==> src/rtl/line_buffer_3row.sv <==
// line_buffer_3row: 4-row circular line store feeding a 3x3 convolution stage.
// Pixels arrive in raster order through a valid/ready port. Once three complete
// rows are stored, the consumer pulls one vertically aligned 3-pixel column per
// shift_buffer request and retires the top row with row_advance. The spare
// fourth slot lets the next image row fill while the current window is read.
module line_buffer_3row #(
    parameter int BIT_DEPTH = 8,
    parameter int IMG_WIDTH = 16,
    parameter int COL_W     = 4
) (
    input  logic                 clk,
    input  logic                 rst,
    input  logic                 frame_clr,
    input  logic [BIT_DEPTH-1:0] pix_in,
    input  logic                 pix_valid,
    output logic                 pix_ready,
    input  logic                 shift_buffer,
    input  logic                 row_advance,
    output logic [BIT_DEPTH-1:0] in_l1,
    output logic [BIT_DEPTH-1:0] in_l2,
    output logic [BIT_DEPTH-1:0] in_l3,
    output logic                 col_valid,
    output logic                 col_last,
    output logic                 win_ready,
    output logic                 underrun
);

    localparam logic [COL_W-1:0] LAST_COL = COL_W'(IMG_WIDTH - 1);

    // Read side state is implied by the stored-row count, not held in its own flop.
    typedef enum logic {
        RD_IDLE   = 1'b0,
        RD_STREAM = 1'b1
    } rd_state_e;

    // Line store: four row slots, no reset (contents are don't-care until written).
    logic [BIT_DEPTH-1:0] mem_q [0:3][0:IMG_WIDTH-1];

    logic [1:0]           wr_row_q,   wr_row_d;
    logic [COL_W-1:0]     wr_col_q,   wr_col_d;
    logic [1:0]           rd_base_q,  rd_base_d;
    logic [COL_W-1:0]     rd_col_q,   rd_col_d;
    logic [2:0]           rows_cnt_q, rows_cnt_d;
    logic [BIT_DEPTH-1:0] in_l1_q,    in_l1_d;
    logic [BIT_DEPTH-1:0] in_l2_q,    in_l2_d;
    logic [BIT_DEPTH-1:0] in_l3_q,    in_l3_d;
    logic                 col_valid_q, col_valid_d;
    logic                 col_last_q,  col_last_d;
    logic                 underrun_q,  underrun_d;

    rd_state_e            rd_state_s;
    logic                 pix_ready_s;
    logic                 win_ready_s;
    logic                 wr_en_s;
    logic                 row_done_s;
    logic                 adv_fire_s;
    logic [1:0]           rd_row1_s;
    logic [1:0]           rd_row2_s;

    assign pix_ready_s = (rows_cnt_q < 3'd4);
    assign win_ready_s = (rows_cnt_q >= 3'd3);
    assign rd_state_s  = win_ready_s ? RD_STREAM : RD_IDLE;
    assign rd_row1_s   = rd_base_q + 2'd1;
    assign rd_row2_s   = rd_base_q + 2'd2;

    // Next-state logic for write pointers, read pointers, row count and output column.
    always_comb begin
        wr_row_d    = wr_row_q;
        wr_col_d    = wr_col_q;
        rd_base_d   = rd_base_q;
        rd_col_d    = rd_col_q;
        rows_cnt_d  = rows_cnt_q;
        in_l1_d     = in_l1_q;
        in_l2_d     = in_l2_q;
        in_l3_d     = in_l3_q;
        col_valid_d = 1'b0;
        col_last_d  = 1'b0;
        underrun_d  = underrun_q;
        wr_en_s     = 1'b0;
        row_done_s  = 1'b0;
        adv_fire_s  = 1'b0;

        if (frame_clr) begin
            // Clear wins over any same-cycle pixel or read request.
            wr_row_d   = 2'd0;
            wr_col_d   = {COL_W{1'b0}};
            rd_base_d  = 2'd0;
            rd_col_d   = {COL_W{1'b0}};
            rows_cnt_d = 3'd0;
            in_l1_d    = {BIT_DEPTH{1'b0}};
            in_l2_d    = {BIT_DEPTH{1'b0}};
            in_l3_d    = {BIT_DEPTH{1'b0}};
            underrun_d = 1'b0;
        end else begin
            // Write side: slot wr_row is never part of the read window while not full.
            if (pix_valid && pix_ready_s) begin
                wr_en_s = 1'b1;
                if (wr_col_q == LAST_COL) begin
                    wr_col_d   = {COL_W{1'b0}};
                    wr_row_d   = wr_row_q + 2'd1;
                    row_done_s = 1'b1;
                end else begin
                    wr_col_d   = wr_col_q + {{(COL_W-1){1'b0}}, 1'b1};
                end
            end else begin
                wr_en_s = 1'b0;
            end

            // Read side: row_advance outranks shift_buffer; any request without a window underruns.
            case (rd_state_s)
                RD_IDLE: begin
                    if (shift_buffer || row_advance) begin
                        underrun_d = 1'b1;
                    end else begin
                        underrun_d = underrun_q;
                    end
                end
                RD_STREAM: begin
                    if (row_advance) begin
                        adv_fire_s = 1'b1;
                        rd_base_d  = rd_base_q + 2'd1;
                        rd_col_d   = {COL_W{1'b0}};
                    end else if (shift_buffer) begin
                        in_l1_d     = mem_q[rd_base_q][rd_col_q];
                        in_l2_d     = mem_q[rd_row1_s][rd_col_q];
                        in_l3_d     = mem_q[rd_row2_s][rd_col_q];
                        col_valid_d = 1'b1;
                        if (rd_col_q == LAST_COL) begin
                            col_last_d = 1'b1;
                            rd_col_d   = {COL_W{1'b0}};
                        end else begin
                            col_last_d = 1'b0;
                            rd_col_d   = rd_col_q + {{(COL_W-1){1'b0}}, 1'b1};
                        end
                    end else begin
                        rd_col_d = rd_col_q;
                    end
                end
                default: begin
                    underrun_d = underrun_q;
                end
            endcase

            // Completed row in and retired row out in the same cycle cancel out.
            rows_cnt_d = rows_cnt_q + {2'b00, row_done_s} - {2'b00, adv_fire_s};
        end
    end

    // Pointer, count and output registers with asynchronous reset.
    always_ff @(posedge clk or posedge rst) begin
        if (rst) begin
            wr_row_q    <= 2'd0;
            wr_col_q    <= {COL_W{1'b0}};
            rd_base_q   <= 2'd0;
            rd_col_q    <= {COL_W{1'b0}};
            rows_cnt_q  <= 3'd0;
            in_l1_q     <= {BIT_DEPTH{1'b0}};
            in_l2_q     <= {BIT_DEPTH{1'b0}};
            in_l3_q     <= {BIT_DEPTH{1'b0}};
            col_valid_q <= 1'b0;
            col_last_q  <= 1'b0;
            underrun_q  <= 1'b0;
        end else begin
            wr_row_q    <= wr_row_d;
            wr_col_q    <= wr_col_d;
            rd_base_q   <= rd_base_d;
            rd_col_q    <= rd_col_d;
            rows_cnt_q  <= rows_cnt_d;
            in_l1_q     <= in_l1_d;
            in_l2_q     <= in_l2_d;
            in_l3_q     <= in_l3_d;
            col_valid_q <= col_valid_d;
            col_last_q  <= col_last_d;
            underrun_q  <= underrun_d;
        end
    end

    // Line store write port; data is left untouched by reset and clear.
    always_ff @(posedge clk) begin
        if (wr_en_s) begin
            mem_q[wr_row_q][wr_col_q] <= pix_in;
        end
    end

    assign pix_ready = pix_ready_s;
    assign win_ready = win_ready_s;
    assign in_l1     = in_l1_q;
    assign in_l2     = in_l2_q;
    assign in_l3     = in_l3_q;
    assign col_valid = col_valid_q;
    assign col_last  = col_last_q;
    assign underrun  = underrun_q;

endmodule
==> config.mk <==
export PLATFORM = sky130hd
export DESIGN_NAME = line_buffer_3row
export DESIGN_NICKNAME = d
export VERILOG_FILES = /design/src/rtl/line_buffer_3row.sv
export SDC_FILE = /design/constraint.sdc
export NUM_CORES = 1
export LEC_CHECK = 0
export BUFFER_PORTS_ARGS = -buffer_cell sky130_fd_sc_hd__buf_2
export CAP_MARGIN = 20
export CORE_UTILIZATION = 30
export CTS_CLUSTER_SIZE = 10
export DETAILED_ROUTE_END_ITERATION = 8
export SLEW_MARGIN = 20
export SYNTH_ARGS = -nofsm -noshare
export SYNTH_HDL_FRONTEND = slang
export SYNTH_SLANG_ARGS = --single-unit
==> constraint.sdc <==
create_clock -name clk -period 2.8 [get_ports clk]
set_input_delay 0.14 -clock clk [delete_from_list [all_inputs] [get_ports clk]]
set_output_delay 0.14 -clock clk [all_outputs]
set_load 0.01 [all_outputs]
# After elaboration in Yosys (flattened, before gate mapping)

Memories as Yosys holds them, arrays and structs flattened.
Index checks and enable logic that the tools add are counted.

Add/sub/neg operators: 7
Multipliers: 0
Div/mod/pow operators: 0
$lt $le $gt $ge: 5
Equal/unequal tests: 4
Shift-type cells: 0
Muxes and demuxes: 61
Bitwise logic cells: 2
Reduce and logical (&&, ||, !) cells: 15

Operators with widths:

| operator                                            | number |
|---|---|
| 2-to-1 mux 8 bit                                    | 19 |
| 2-to-1 mux 128 bit                                  | 1 |
| binary-select mux 8 bit (select 4 bit)              | 3 |
| demux 8 bit (select 4 bit)                          | 1 |
| 2-to-1 mux 4 bit                                    | 8 |
| 2-to-1 mux 1 bit                                    | 22 |
| 2-to-1 mux 2 bit                                    | 6 |
| nonzero test 2 bit                                  | 6 |
| >= comparator 5 bit, second input constant          | 2 |
| NOT 4 -> 5 bit                                      | 2 |
| adder 4 x 1 -> 4 bit, second input constant         | 2 |
| == test 4 bit, second input constant                | 2 |
| AND reduction 2 bit                                 | 4 |
| < comparator 5 x 1 -> 1 bit, second input constant  | 1 |
| adder 2 x 1 -> 2 bit, second input constant         | 2 |
| != test 2 bit, second input constant                | 2 |
| adder 3 x 1 -> 3 bit                                | 1 |
| >= comparator 3 x 2 -> 1 bit, second input constant | 1 |
| < comparator 3 bit, second input constant           | 1 |
| 2-to-1 mux 3 bit                                    | 1 |
| AND reduction 3 bit                                 | 1 |
| nonzero test 3 bit                                  | 1 |
| subtractor 3 x 1 -> 3 bit                           | 1 |
| adder 2 bit, second input constant                  | 1 |
| other kinds (2)                                     | 3 |

Register bits after elaboration: 42
Bits in latches: 0
RAM bits: 512
ROM bits: 0
Input port bits: 14
Output and inout port bits: 29
Memories kept: 1

Memories:

| name  | words | bits a word | read ports | clocked after Yosys merged registers in | wr ports | RTL line | text |
|---|---|---|---|---|---|---|---|
| mem_q | 4     | 128         | 3          | 0                                       | 1        | 37       | `logic [BIT_DEPTH-1:0] mem_q [0:3][0:IMG_WIDTH-1];` |

# Logic depth before layout (Yosys ltp)

Gate-level depths: netlist of the first run.
An unclocked memory read counts as a cell.

Depth in word-level cells: 9
Mapped depth: 12
Mapped depth without buffers: 12

# Least setup slack after synthesis of the first run

OpenSTA, ideal clock, no wires.

Path kind: register -> register
Start point: reg rows_cnt_q[2]
End point: reg rows_cnt_q[2]
Setup time: 0.132 ns
Arrival: 2.243 ns
Setup slack: 0.425 ns
Cell stages (with the launch flop): 13
Buffers on the path: 0
Period minus slack after synthesis: 2.375 ns
Path through: dfrtp_1 inv_1 ha_1 o21a_1 nor2_1 nor2_1 ha_1 inv_1 ha_1 inv_1 fa_1 xor2_1 nor2_1

Cells in the longest elaborated chain, start to end: 7

RTL lines:

| what                      | RTL line | text |
|---|---|---|
| start, declared           | 43       | `logic [2:0] rows_cnt_q, rows_cnt_d;` |
| start signal, assigned    | 168      | `rows_cnt_q <= rows_cnt_d;` |
| < comparator 3 bit        | 60       | `assign pix_ready_s = (rows_cnt_q < 3'd4);` |
| net pix_ready             | 16       | `output logic pix_ready,` |
| logical AND 1 bit         | 96       | `if (pix_valid && pix_ready_s) begin` |
| 2-to-1 mux 1 bit          | 96       |  |
| 2-to-1 mux 1 bit          | 83       | `if (frame_clr) begin` |
| adder 3 x 1 -> 3 bit      | 145      | `rows_cnt_d = rows_cnt_q + {2'b00, row_done_s} - {2'b00, adv_fire_s};` |
| subtractor 3 x 1 -> 3 bit | 145      |  |
| 2-to-1 mux 3 bit          | 83       |  |
| net rows_cnt_d[2]         | 43       |  |

The timed path passes the listed nets, and every way through them passes these cells. The select of a mux whose other input is x is not followed.
A chain may end at the register's enable or synchronous reset.

# Worst setup path in the final report of the first run

Start point: reg rd_col_q[0]
End point: reg in_l3_q[6] (netlist: in_l3[6])

Cells in the longest elaborated chain, start to end: 8

RTL lines:

| what                                                 | RTL line | text |
|---|---|---|
| start, declared                                      | 42       | `logic [COL_W-1:0] rd_col_q, rd_col_d;` |
| start signal, assigned                               | 155      | `rd_col_q <= {COL_W{1'b0}};` |
| start signal, assigned                               | 167      | `rd_col_q <= rd_col_d;` |
| NOT 4 -> 5 bit (not written as such)                 | 126      | `in_l3_d = mem_q[rd_row2_s][rd_col_q];` |
| binary-select mux 8 bit (select 4 bit)               | 126      |  |
| 2-to-1 mux 8 bit (not written as such) (2 in series) | 126      |  |
| 2-to-1 mux 8 bit                                     | 123      | `end else if (shift_buffer) begin` |
| 2-to-1 mux 8 bit                                     | 119      | `if (row_advance) begin` |
| 2-to-1 mux 8 bit                                     | 110      | `case (rd_state_s)` |
| 2-to-1 mux 8 bit                                     | 83       |  |
| end signal, assigned                                 | 159      | `in_l3_q <= {BIT_DEPTH{1'b0}};` |
| end signal, assigned                                 | 171      | `in_l3_q <= in_l3_d;` |
| end, declared                                        | 46       | `logic [BIT_DEPTH-1:0] in_l3_q, in_l3_d;` |

No other way between the ends. The select of a mux whose other input is x is not followed.

==> summary.txt, run 1 <==
STA
  • Worst Clk Skew: 0.0422 ns
  • Max Fclk: 360 MHz
  • Slew Limit Fails: 0
  • Slew of the pin with the lowest slew margin: 1.04 ns
  • Tcrit/Tclk final: 99.2%
  • Normalized max-slew margin: 30.9%
  • Final setup violation count: 0
  • Final min period: 2.78 ns
  • Final worst slack: 0.0224 ns
  • Fin. Hold Viols: 0
  • Setup_tns: 0 ns
  • RSZ-0062 raised after global routing: no

GRT
  • Vias in the first global route: 19300
  • Grt ovf: 0
  • Total GRT Usage: 20.4%
  • Pin count of the biggest net entering global routing: 65
  • First-pass GRT wire length: 145 mm
  • Antenna violations before repair: 8

Logic synthesis
  • Post-Synthesis Cell Area: 29800 um^2
  • Post-synthesis register bit count: 554
  • Post-synth EDFFs: 512
  • Post-synthesis average cell area: 17.2 um^2
  • Synth warn: 0
  • Mapped Cells: 1737
  • Syn_nets: 1764
  • Synth cell types: 61
  • Ys async rst share: 7.58%
  • Predominant post-synthesis flop cell: edfxtp_1
  • Register area share after synthesis: 55.1%

Routing
  • Via count: 19700
  • First drt pass iteration count: 7
  • Final ANT Viol Nets: 0
  • Drc violations: 4
  • 1st-iter DRT viols: 2780
  • Via/cell ratio: 6.15
  • DR WL/cell: 31.9 um
  • Routed wire length: 102 mm

Finish
  • FF+latch area: 16400 um^2
  • Most frequent cells in the layout: 512 x edfxtp_1, 371 x mux4_2, 151 x buf_4, 104 x nand2_1, 71 x clkbuf_16
  • Filler cells: 9283
  • Ratio of cells with drive above 1 in the final layout: 36.0%
  • Multi-input gate area: 12600 um^2
  • Layout Nets: 1905
  • Commonest non-fill, non-tap cell in the layout: edfxtp_1
  • Synth-to-Final Area Change: 15.8%

Clock tree
  • CTS Sinks: 554
  • Clk_lat worst skew: 0.61 ns
  • CTS Buffer Depth: 3
  • Clock root buffer: clkbuf_16
  • Reg clk slew, reported paths: 0.06 ns
  • CTS tree: yes
  • Total CTS buffers: 67
  • Post-CTS setup buffers: 0
  • H-Tree Depth: 3

Outcome
  • Status: finished, violations left
  • Failing checks: design-rule violations

Die
  • Total die area: 101000 um^2
  • Site Rows: 115
  • Die Ht: 317 um
  • Core Box Area: 98400 um^2
  • I/O Pins: 43
  • DIE WIDTH: 317 um
  • Starting Density: 30.3%

Critical path
  • Max incr delay on CP: 0.65 ns
  • Crit path max fanout: 17
  • Worst setup EP type: register
  • Worst Path Arrival: 3.23 ns
  • Crit path required time: 3.25 ns
  • Startpoint Class: register
  • CP max stage cell: dfrtp_4
  • Crit Path Category: register to register
  • Cell breakdown of the critical path: buf_4, or3_1, buf_12, o22ai_1, nor2_1, a32oi_1, nand3_1

Placement
  • DP HPWL: 72.6 mm
  • Placement Setup Slack: 0.0467 ns
  • IO Port Bufs: 42
  • Routability cong.: 0.949

Min path
  • Hold WC Path Type: input port to register

Power
  • Highest ir drop seen on vdd: 0.440 mV
  • Leakage: 10.7 nW
  • Sequential power share: 44.4%
  • Sw Pwr: 5.29 mW
  • Logic pwr share: 16.4%
  • Pwr/cell area: 602 nW/um^2
  • Switching power share of the total: 25.5%
  • Internal Power: 15.5 mW
  • Clk network pwr share: 39.2%

Flow run
  • Max-cap viol count: 0
[critical path, delay by kind of cell (launching register included)]
| kind | cells | cell delay [ns] |
|---|---|---|
| AOI/OAI and AO/OA | 2 | 0.54 |
| DFF | 1 | 0.65 |
| buffers and inverters | 2 | 0.52 |
| and+or+nand+nor | 3 | 0.89 |
[synthesized netlist by cell type, types with 10 or more instances]
cell type	n	area, um^2
a211oi_1	10	75.1
a21oi_1	20	100
a22oi_1	55	413
a32oi_1	13	114
and2_1	67	419
buf_1	12	45.0
buf_2	55	275
buf_4	35	263
clkbuf_1	39	146
dfrtp_1	42	1050
edfxtp_1	512	15400
ha_1	12	150
inv_1	13	48.8
mux2_2	11	124
mux2i_1	67	671
mux4_2	371	8360
nand2_1	104	390
nand2b_1	10	62.6
nand3_1	42	210
nor2_1	61	229
nor3_1	25	125
o21ai_0	23	115
o22ai_1	30	188
[path summary, 6_finish.rpt]
path,start,end,slack (ns),cells after the start
worst max-delay path,rd_col_q[0],in_l3[6],0.02,7
worst min-delay path,pix_in[0],mem_q[0][40],0.07,1
worst max register to register,rd_col_q[0],in_l3[6],0.02,7
worst min register to register,underrun,underrun,0.50,2
max in group asynchronous,rst,in_l3[7],1.89,4
min in group asynchronous,rst,rows_cnt_q[1],0.25,3
[state kept, by name, summed over array words and instances, names as in the netlist, 2 cells and up]
signal,count
in_l1,8
rd_base_q,2
rd_col_q,4
in_l2,8
wr_col_q,4
in_l3,8
wr_row_q,2
mem_q,512
rows_cnt_q,3
[metrics by stage]
step | instance area (um^2) | total power, mW | hold WS (ns) | instances | utilization, %
after floorplan | 29800 | 11.7 | 0.239 | 1737 | -
after global placement | 32500 | 12.7 | 0.433 | 3091 | 33.0
after detailed placement | 32500 | 12.7 | 0.446 | 3091 | 33.0
after CTS | 34500 | 20.8 | 0.0826 | 3206 | 35.0
after global routing | 34500 | 21.3 | 0.106 | 3206 | 35.1
final | 34500 | 20.8 | 0.0744 | 3207 | 35.1
[area by class of cell]
cell class,count,share of cell area (%)
antenna,1,0.00725
inverter,15,0.167
sequential,554,47.6
timing repair buffer,221,5.46
multi-input combinational,1019,36.4
clock inverter,4,0.138
tap,1287,4.67
clock buffer,106,5.56
[per-layer routing]
metal  routed length (um)  vias up  GRT usage [%]
met5                   37        -              0
met4                 3810        6           7.36
met3                12300      195           5.66
met2                46800     1410           31.4
met1                39500    10500           27.4
li1                     -     7650              -
[what timing repair did]
action,in CTS,in global routing
resized for setup,0,3
setup endpoints to repair,0,3
hold buffers,5,0
endpoints found under the hold margin,46,0
[kinds of logic (layout without fill, tap and decap cells)]
kind of cell    Yosys count  in the layout  synth area share (%)
fa+ha+maj                13             13                 0.571
buf+inv                 164            346                  2.92
mux                     449            449                  30.7
compound gates          210            210                  5.01
xor+xnor                  6              6                 0.176
other cells               0              1                     0
simple gates            341            341                  5.54
flops                   554            554                  55.1
[power by group through the flow]
stage | Combinational [mW] | Clock, mW | Sequential [mW]
floorplan | 2.32 | 0 | 9.33
global placement | 3.33 | 0 | 9.39
detailed placement | 3.36 | 0 | 9.39
CTS | 3.38 | 8.21 | 9.22
global route | 3.58 | 8.52 | 9.22
finish | 3.41 | 8.14 | 9.22
Note: power is estimated with default switching activity, not from simulation.
==> inputs of run 2 (changes only) <==
--- a/config.mk
+++ b/config.mk
@@ -5,6 +5,7 @@
 export SDC_FILE = /design/constraint.sdc
 export NUM_CORES = 1
 export LEC_CHECK = 0
+export ABC_AREA = 1
 export BUFFER_PORTS_ARGS = -buffer_cell sky130_fd_sc_hd__buf_2
 export CAP_MARGIN = 20
 export CORE_UTILIZATION = 30
==> run 2 against run 1 <==
  * The flow now finishes without violations
  * Cell count rose by 67%
  * Sequential share of layout area is 1.1 points lower
  * First-iteration DRC count grew 22%
  * Critical endpoint is now in_l2[3]
  * Largest cell class unchanged
==> summary.txt, run 2 <==
Logic synthesis
  • Post-synthesis register bit count: 554 (unchanged)
  • Mapped Cells: 3935 (+130%)
  • Synth cell types: 31 (-49%)
  • Synth cell count leaders: 1737 x nand2_1, 856 x nand3_1, 512 x edfxtp_1
  • Compound-Gate Fraction of Synth Area: 4.58% (-0.44 points)
  • Share of the synthesized area in the top cell type: 49.7% (-1.9 points)
  • Top-count cell post-synth: nand2_1
  • Simple-Gate Fraction of Synth Area: 36.6% (+31 points)
  • Largest family of logic cells by synthesized area: simple AND/OR/NAND/NOR gates
  • Post-synthesis average cell area: 7.87 um^2 (-54%)
  • Post-Synth XOR/XNOR Area: 0.0566% (-0.12 points)
  • Mux cell area share after synthesis: 0% (-31 points)
  • Register area share after synthesis: 53.0% (-2.0 points)
  • Post-synth EDFFs: 512 (unchanged)
  • Ys async rst share: 7.58% (unchanged)
  • Synth warn: 0 (unchanged)
  • Area leader, netlist: edfxtp_1
  • Post-Synthesis Cell Area: 31000 um^2 (+3.9%)
  • Area share of fa/ha/maj cells after synthesis: 0.550% (-0.021 points)
  • Syn_nets: 3962 (+120%)
  • Dominant cells by area after synthesis: edfxtp_1 50%, nand2_1 21%, nand3_1 14%
  • Predominant post-synthesis flop cell: edfxtp_1

Critical path
  • Startpoint Class: register
  • Cell breakdown of the critical path: clkinv_8, buf_12, buf_4, nand2_1, nand2_1, nand2_1, nand3_1, nand3_1, nand2_1, nand3_1, nand2_1, nand2_1, nand2_1
  • Max incr delay on CP: 0.60 ns (-0.05 ns)
  • Start of the worst register-to-register path: rd_base_q[0]
  • Worst setup EP type: register
  • Worst Path Arrival: 3.14 ns (-0.09 ns)
  • R2R setup slack: 0.21 ns (+0.19 ns)
  • Worst R2R Path Depth: 13 (+6)
  • Crit Path Category: register to register
  • CP max stage cell: dfrtp_4
  • Crit path max fanout: 61 (+44)
  • Crit path required time: 3.35 ns (+0.10 ns)
  • Bufs and invs on worst path: 3 (+1)
  • CP delay by family, top: simple AND/OR/NAND/NOR gates
  • RR Endpoint: in_l2[3]
  • CP most frequent cell: nand2_1

GRT
  • Vias in the first global route: 25200 (+31%)
  • Grt ovf: 0 (unchanged)
  • Total GRT Usage: 20.1% (-0.22 points)
  • Antenna violations before repair: 3 (-5)
  • First-pass GRT wire length: 158 mm (+9.0%)
  • Pin count of the biggest net entering global routing: 129 (+98%)

Min path
  • Hold WC Path Type: input port to register
  • Hold Path End: mem_q[1][42]
  • Worst hold start: pix_in[2]
  • Hold Crit Depth: 1 (unchanged)

Clock tree
  • Post-CTS setup buffers: 0 (unchanged)
  • Reg clk slew, reported paths: 0.06 ns (about the same)
  • CTS tree: yes
  • H-Tree Depth: 3 (unchanged)
  • CTS Sinks: 554 (unchanged)
  • CTS Buffer Depth: 3 (unchanged)
  • Clk_lat worst skew: 0.62 ns (about the same)
  • Total CTS buffers: 67 (unchanged)
  • Clock root buffer: clkbuf_16

STA
  • Max Fclk: 386 MHz (+7.2%)
  • Slew Limit Fails: 0 (unchanged)
  • Final min period: 2.59 ns (-0.186 ns)
  • Tcrit/Tclk final: 92.5% (-6.7 points)
  • Setup_tns: 0 ns (unchanged)
  • Final setup violation count: 0 (unchanged)
  • RSZ-0062 raised after global routing: no
  • Final worst slack: 0.209 ns (+0.186 ns)
  • Fin. Hold Viols: 0 (unchanged)
  • Slew of the pin with the lowest slew margin: 0.974 ns (-0.0625 ns)
  • Normalized max-slew margin: 35.0% (+4.1 points)
  • Worst Clk Skew: 0.0367 ns (-0.00545 ns)

Placement
  • IO Port Bufs: 42 (unchanged)
  • Placed Area: 33400 um^2 (+2.7%)
  • Placed Cells: 5249 (+70%)
  • Placement Setup Slack: 0.231 ns (+0.184 ns)
  • DP HPWL: 69.0 mm (-4.9%)
  • Routability cong.: 0.915 (-3.6%)

Flow run
  • Max-cap viol count: 0 (unchanged)

Routing
  • Final ANT Viol Nets: 0 (unchanged)
  • Via count: 28200 (+43%)
  • 1st-iter DRT viols: 3387 (+22%)
  • First drt pass iteration count: 8 (+1)
  • DR WL/cell: 19.9 um (-38%)
  • Drc violations: 0 (-4)
  • Via/cell ratio: 5.26 (-15%)
  • Routed wire length: 107 mm (+4.2%)

Die
  • Die Ht: 323 um (+1.9%)
  • Core Box Area: 102000 um^2 (+3.7%)
  • I/O Pins: 43 (unchanged)
  • Starting Density: 30.3% (+0.053 points)
  • Site Rows: 117 (+1.7%)
  • Total die area: 105000 um^2 (+3.8%)
  • DIE WIDTH: 323 um (+1.9%)

Finish
  • Commonest non-fill, non-tap cell in the layout: nand2_1
  • Ratio of cells with drive above 1 in the final layout: 7.72% (-28 points)
  • Layout Nets: 3986 (+110%)
  • # diodes: 0 (-1)
  • Final Cell Area: 35300 um^2 (+2.4%)
  • Synth-to-Final Area Change: 14.2%
  • Biggest register: mem_q
  • Max FFs per register: 512 (unchanged)
  • Most frequent cells in the layout: 1737 x nand2_1, 856 x nand3_1, 512 x edfxtp_1, 146 x buf_4, 120 x nor2_1
  • Layout Cells excl Fill: 5357 (+67%)

Power
  • Highest ir drop seen on vdd: 0.357 mV (-19%)
  • Pwr/cell area: 640 nW/um^2 (+6.4%)
  • Leakage: 14.8 nW (+38%)

Outcome
  • Status: finished clean
-- run 2: changes by cell type in the layout (fill, tap and decap cells not counted), moves of 73 or more --
cell,previous run,this run
a21oi_1,20,114
inv_1,12,85
mux4_2,371,0
nand2_1,104,1737
nand3_1,42,856
o21ai_0,22,114
-- run 2: cell type report --
type | instances | area, um^2
Fill cell | 10500 | 66700
Sequential cell | 554 | 16400
Multi-Input combinational cell | 3017 | 13000
Timing Repair Buffer | 225 | 1960
Clock buffer | 91 | 1860
Tap cell | 1368 | 1710
Inverter | 94 | 377
Clock inverter | 8 | 36.3
-- run 2: logic make-up after synthesis --
group	after synthesis
simple gates	2726
xor+xnor	2
flops	554
compound gates	276
buf+inv	364
fa+ha+maj	13
-- run 2: worst max path at each step --
stage                        startpoint             to  slack [ns]  depth (start not counted)
after global placement     rd_base_q[0]       in_l2[3]        0.24                         13
after global routing       rd_base_q[0]       in_l2[3]        0.13                         13
final                      rd_base_q[0]       in_l2[3]        0.21                         13
after detailed placement   rd_base_q[0]       in_l2[3]        0.23                         13
after CTS                  rd_base_q[0]       in_l2[3]        0.21                         13
after floorplan           rows_cnt_q[1]  rows_cnt_q[2]        0.52                         12
-- run 2: through the flow --
step                hold WS, ns  power, mW  util (%)
floorplan                 0.239       12.7         -
global placement          0.400       14.7      32.7
detailed placement        0.410       14.8      32.7
CTS                      0.0218       22.6      34.6
global route             0.0408       23.5      34.6
finish                   0.0324       22.6      34.6
-- run 2: metal layers --
metal | global-route usage, % | wire length, um | vias up
met5 | 0 | 12 | -
met1 | 27.9 | 45200 | 13300
met3 | 4.26 | 11100 | 215
li1 | - | - | 13300
met2 | 30.7 | 46700 | 1372
met4 | 7.69 | 3830 | 2
-- run 2: where the power goes --
group          internal (mW)  leakage, nW  total, mW  switching (mW)
Clock                   4.58        0.922       7.91            3.33
Combinational           1.55         8.70       5.51            3.96
Sequential              9.13         5.17       9.22          0.0945
Total                   15.3         14.8       22.6            7.38
-- run 2: repair_timing --
action	in CTS	in global routing
hold buffers	9	0
hold endpoints to repair	66	0
resized for setup	0	0
